<file path="src/rtl/gray_conv_sched.sv">
// Round-robin scheduler sharing one binary<->Gray converter
// between two valid/ready requesters, single-entry output.
module gray_conv_sched #(
  parameter int WIDTH = 4
) (
  input  logic             clk,
  input  logic             rst_n,
  input  logic             req0_valid,
  input  logic [WIDTH-1:0] req0_data,
  input  logic             req0_mode,
  output logic             req0_ready,
  input  logic             req1_valid,
  input  logic [WIDTH-1:0] req1_data,
  input  logic             req1_mode,
  output logic             req1_ready,
  output logic             out_valid,
  output logic [WIDTH-1:0] out_data,
  output logic             out_src,
  input  logic             out_ready,
  output logic             busy
);

  typedef enum logic [1:0] {
    IDLE = 2'd0,
    CONV = 2'd1,
    HOLD = 2'd2
  } state_t;

  state_t           state;
  logic             last_grant;
  logic [WIDTH-1:0] cap_data;
  logic             cap_mode;
  logic             cap_src;
  logic [WIDTH-1:0] conv;
  logic             gnt0;
  logic             gnt1;
  logic             idle;

  // On a tie, favour whoever was not served last.
  assign gnt1 = req1_valid & (~req0_valid | ~last_grant);
  assign gnt0 = req0_valid & ~gnt1;

  assign idle       = rst_n & (state == IDLE);
  assign req0_ready = idle & gnt0;
  assign req1_ready = idle & gnt1;
  assign busy       = (state != IDLE);

  always_comb begin
    conv = '0;
    conv[WIDTH-1] = cap_data[WIDTH-1];
    for (int i = WIDTH - 2; i >= 0; i--) begin
      if (cap_mode)
        conv[i] = conv[i+1] ^ cap_data[i];
      else
        conv[i] = cap_data[i+1] ^ cap_data[i];
    end
  end

  always_ff @(posedge clk) begin
    if (!rst_n) begin
      state      <= IDLE;
      last_grant <= 1'b1;
      cap_data   <= '0;
      cap_mode   <= 1'b0;
      cap_src    <= 1'b0;
      out_valid  <= 1'b0;
      out_data   <= '0;
      out_src    <= 1'b0;
    end else begin
      unique case (state)
        IDLE: begin
          if (gnt0 | gnt1) begin
            cap_data   <= gnt1 ? req1_data : req0_data;
            cap_mode   <= gnt1 ? req1_mode : req0_mode;
            cap_src    <= gnt1;
            last_grant <= gnt1;
            state      <= CONV;
          end
        end
        CONV: begin
          out_data  <= conv;
          out_src   <= cap_src;
          out_valid <= 1'b1;
          state     <= HOLD;
        end
        HOLD: begin
          if (out_ready) begin
            out_valid <= 1'b0;
            state     <= IDLE;
          end
        end
        default: state <= IDLE;
      endcase
    end
  end

endmodule

</file>
<file path="config.mk">
export PLATFORM = sky130hd
export DESIGN_NAME = gray_conv_sched
export DESIGN_NICKNAME = d
export VERILOG_FILES = /design/src/rtl/gray_conv_sched.sv
export SDC_FILE = /design/constraint.sdc
export NUM_CORES = 1
export LEC_CHECK = 0
export ABC_AREA = 1
export BUFFER_PORTS_ARGS = -buffer_cell sky130_fd_sc_hd__buf_2
export CAP_MARGIN = 20
export CELL_PAD_IN_SITES_DETAIL_PLACEMENT = 0
export CELL_PAD_IN_SITES_GLOBAL_PLACEMENT = 1
export CORE_UTILIZATION = 32
export CTS_CLUSTER_DIAMETER = 50
export DETAILED_ROUTE_END_ITERATION = 7
export PLACE_DENSITY_LB_ADDON = 0.1
export SYNTH_ARGS = -nofsm -noshare
export SYNTH_HDL_FRONTEND = slang
export SYNTH_SLANG_ARGS = --single-unit
export TNS_END_PERCENT = 20
</file>
<file path="constraint.sdc">
create_clock -name clk -period 1.2 [get_ports clk]
set_input_delay 0.24 -clock clk [delete_from_list [all_inputs] [get_ports clk]]
set_output_delay 0.24 -clock clk [all_outputs]
set_load 0.02 [all_outputs]
</file>
Word-level counts from Yosys, hierarchy flattened
Cells that the tools add are included.
{"block": "op_classes", "n_bitwise": 15, "n_eq_ne": 4, "n_mux": 9, "n_reduce_logical": 6}
{"cell": "$pmux 2 s3", "count": 1}
{"cell": "$reduce_and 2->1", "count": 3}
{"cell": "$and 1x1->1", "count": 5}
{"cell": "$xor 1x1->1", "count": 5}
{"cell": "$mux 1", "count": 4}
{"cell": "$mux 2", "count": 2}
{"cell": "$mux 4", "count": 1}
{"cell": "$reduce_bool 2->1", "count": 2}
{"cell": "$not 1->1", "count": 3}
{"cell": "$eq 2x1->1 const B", "count": 1}
{"cell": "$eq 2x2->1 const B", "count": 1}
{"cell": "$logic_not 2->1", "count": 1}
{"cell": "$ne 2x1->1 const B", "count": 1}
{"cell": "$ne 2x2->1 const B", "count": 1}
{"cell": "$or 1x1->1", "count": 2}
{"cell": "$pmux 1 s2", "count": 1}
{"block": "totals", "wordCells": 42, "inputBits": 15, "register_bits": 15, "output_inout_bits": 9}

Depth between registers and ports, before layout
{"block": "depth", "word_depth": 8, "ltp_mapped": 7, "mapped_depth_nobuf": 7}

Least setup slack after synthesis
Ideal clock, no wire load.
{"block": "synth_path", "path_type": "register to output", "start": "register state[0]", "end": "output req1_ready", "arrival_time_ns": 1.043, "setup_slack_ns": -0.083, "path_stages_with_launch": 7, "required_ns": 0.960, "n_path_buf": 1, "cell_sequence": "dfxtp_1 inv_2 nand2_4 nor2_4 buf_6 nand2_2 nor2_1"}
{"block": "synth_between", "elab_chain_cells": 3}
{"item": "from (decl)", "line": "29", "text": "state_t state;"}
{"item": "from (signal assigned)", "line": "61", "text": "state <= IDLE;"}
{"item": "from (signal assigned)", "line": "77", "text": "state <= CONV;"}
{"item": "from (signal assigned)", "line": "84", "text": "state <= HOLD;"}
{"item": "$logic_not 2->1", "line": "43", "text": "assign idle = rst_n & (state == IDLE);"}
{"item": "$and 1x1->1", "line": "43"}
{"item": "$and 1x1->1", "line": "45", "text": "assign req1_ready = idle & gnt1;"}
{"item": "to (decl)", "line": "15", "text": "output logic req1_ready,"}
No other way between the ends.

Worst setup path after layout
Same ends and word-level chain as after synthesis.

==> implementation parameters <==
Parameter                              Value

Global routing
  Wire length of the first global-routing pass ... 2580 um
  Maximum number of pins on one net before global-route repair ... 12
  Overall track demand over capacity in global routing ... 0.141
  Initial antenna violation count ... 0
  Remaining global-route overflow ... 0
  Via count of the first global-routing pass ... 643

Clock tree
  Clock slew seen by the registers of the worst setup and hold paths ... 90 ps
  CTS Root Buffer Type ... clkbuf_4
  Clock tree from TritonCTS ... done
  Number of clock buffers inserted by TritonCTS ... 3
  Count of clock tree sinks ... 15
  Number of levels in the clock H-tree ... 1
  Latest clock arrival within the worst-skew pair ... 280 ps
  Deepest clock path buffer count ... 2

Routing
  DR iter-0 viols ... 4
  Routed vias/inst ... 4.28
  Pre-antenna DRT Iters ... 3
  DRT antenna net count ... 0
  Routed wirelength normalized by instance count ... 8.96 um
  Number of remaining DRC errors ... 0
  Routed vias ... 672
  Routed WL ... 1410 um

Place
  Port Buffers ... 23
  Weighted congestion at the end of routability-driven global placement ... 0.742
  Post-DP HPWL ... 1100 um
  Cell Area, Placed ... 867 um2
  Total instance count after detailed placement ... 151

Timing
  Tmin final ... 1360 ps
  Upper clock frequency limit ... 733 MHz
  Max-slew violation count ... 0
  Minimum setup slack in the final design ... -164 ps
  RSZ-0062 raised after global routing ... yes
  Max_slew headroom ... 0.878
  Transition time of the tightest slew-check pin ... 183 ps
  Post-route worst hold slack ... 156 ps
  Final hold viol count ... 0
  Period utilisation layout ... 1.14
  Setup Viol. Count Final ... 2
  Clock Skew ... 3.22 ps

Power and ir drop
  P_leak ... 0.463 nW
  Pwr Density ... 1320 nW/um2
  Total power ... 1.21 mW
  Worst supply voltage drop on vdd ... 0.000461 V

Setup path
  Largest fanout of any net on the critical path ... 3
  Slowest cell on crit path ... dfxtp_2
  Crit start category ... flop
  Critical R2R Capture ... last_grant
  Number of buffers and inverters on the critical path ... 2
  Critical path launch point ... state[0]
  Crit Path Category ... flop to output pin
  Instance count on the critical path ... 6
  Crit Reg-Reg Startpoint ... state[0]
  Arrival @ worst endpoint ... 1120 ps
  Critical path capture point type ... output pin
  Capturing element of the worst setup path ... req1_ready
  Top cell family by delay on the critical path ... flip-flops
  Worst reg2reg setup slack ... 180 ps
  CP max stage delay ... 330 ps
  Worst path cell trace ... inv_2 -> nand2_4 -> nor2_4 -> nand2_2 -> nor2_2 -> buf_6
  Number of cells traversed by the worst register-to-register path ... 7
  Data required time of the critical path ... 960 ps

Finish
  Top library cells by usage in the layout, fill and taps aside ... nand2_1, buf_2, dfxtp_1
  Relative area change from synthesis to final layout ... 32.3%
  Total Nets Final ... 146
  Multi-input logic area ... 332 um2
  N_diodes ... 0
  Area of all sequential standard cells ... 304 um2
  Number of fill cells ... 220
  Post-route core utilization ... 0.459
  Commonest non-fill, non-tap cell in the layout ... nand2_1
  Final std cells w/o fill ... 157
  Cell area after layout ... 918 um2
  Layout cell share with drive strength beyond 1 ... 0.346

Yosys
  Sequential share of the synthesized area ... 0.432
  Portion of synthesized cell area occupied by the leading cell type ... 0.432
  Synthesized net count ... 113
  Distinct cell type count of the synthesized netlist ... 19
  Warnings, synthesis ... 0
  Mean cell area of the mapped netlist ... 7.09 um2
  Synth top area cells ... dfxtp_1, nand2_1, a31oi_1
  Synthesized area ... 694 um2
  Dominant cell type by area after synthesis ... dfxtp_1
  Gate Count Post-Synth ... 98
  Count of state elements after synthesis ... 15

Floorplan
  Area enclosed by the die boundary ... 2360 um2
  Floorplan core area ... 2000 um2
  Number of placement rows ... 16
  Horizontal die dimension ... 48.6 um
  Effective utilization at floorplan ... 0.347
  Die height ... 48.6 um
  I/O Pins ... 24

Hold path
  WHS Path Cells ... 2
  Hold Crit Class ... input port to flop

Flow run
  Number of maximum-capacitance constraint violations ... 0

Outcome
  Run status ... finished with violations
  Violations in the final reports ... negative setup slack
[timing repair]
action / in CTS / in global routing
hold buffers: 0 / 0
buffers inserted: 2 / 0
endpoints found under the hold margin: 0 / 0
gates resized for setup: 5 / 0
setup endpoints to repair: 3 / 3
[state kept, by name, summed over array words and instances, names as in the netlist]
| signal | count |
|---|---|
| cap_data | 4 |
| cap_mode | 1 |
| cap_src | 1 |
| last_grant | 1 |
| out_data | 4 |
| out_src | 1 |
| out_valid | 1 |
| state | 2 |
[area by class of cell]
| type | count | share of cell area |
|---|---|---|
| Timing Repair Buffer | 30 | 0.189 |
| Multi-Input combinational cell | 68 | 0.361 |
| Inverter | 13 | 0.0531 |
| Clock buffer | 4 | 0.0286 |
| Tap cell | 27 | 0.0368 |
| Sequential cell | 15 | 0.331 |
[power breakdown]
part | internal, mW | switching (mW) | total, mW
Clock | 0.129 | 0.160 | 0.288
Sequential | 0.555 | 0.0376 | 0.593
Combinational | 0.139 | 0.192 | 0.331
[cell families (layout without fill, tap and decap cells)]
logic type	count (synthesis)	count (layout)	share of synthesized area
AO/OA/AOI/OAI	19	19	0.155
XOR/XNOR	1	1	0.0126
buffers and inverters	15	47	0.0937
flip-flops	15	15	0.432
AND/OR/NAND/NOR	48	48	0.306
[cell usage after synthesis]
cell and count:
dfxtp_1 15, nand3_1 8, nand2_1 26, nand2_2 1
xnor2_1 1, nand3b_1 1, a21oi_2 1, a21oi_1 2
o21ai_0 5, nor3_1 1, clkbuf_2 1, inv_1 9
a31oi_1 7, buf_6 1, nor2_1 9, o21ai_1 4
inv_2 4, nor2_4 1, nand2_4 1
[stage by stage]
step | setup slack, ps | setup TNS [ps]
floorplan | -76.1 | -76.1
CTS | -190 | -346
global route | -252 | -504
detailed placement | 94.2 | 0
finish | -164 | -294
global placement | 106 | 0
[how the worst min path moves through the flow]
stage | startpoint | end | slack (ps)
CTS | out_ready | out_valid | 140
global placement | out_ready | out_valid | 440
floorplan | out_ready | out_valid | 350
finish | out_ready | out_valid | 160
global route | out_ready | out_valid | 140
detailed placement | out_ready | out_valid | 450
[layer usage]
layer,track usage,up-vias,routed length [um]
li1,-,382,-
met5,0,-,0
met3,0.0314,2,66
met2,0.221,18,634
met4,0.0882,0,19
met1,0.176,270,685
(Power assumes the default switching activity.)
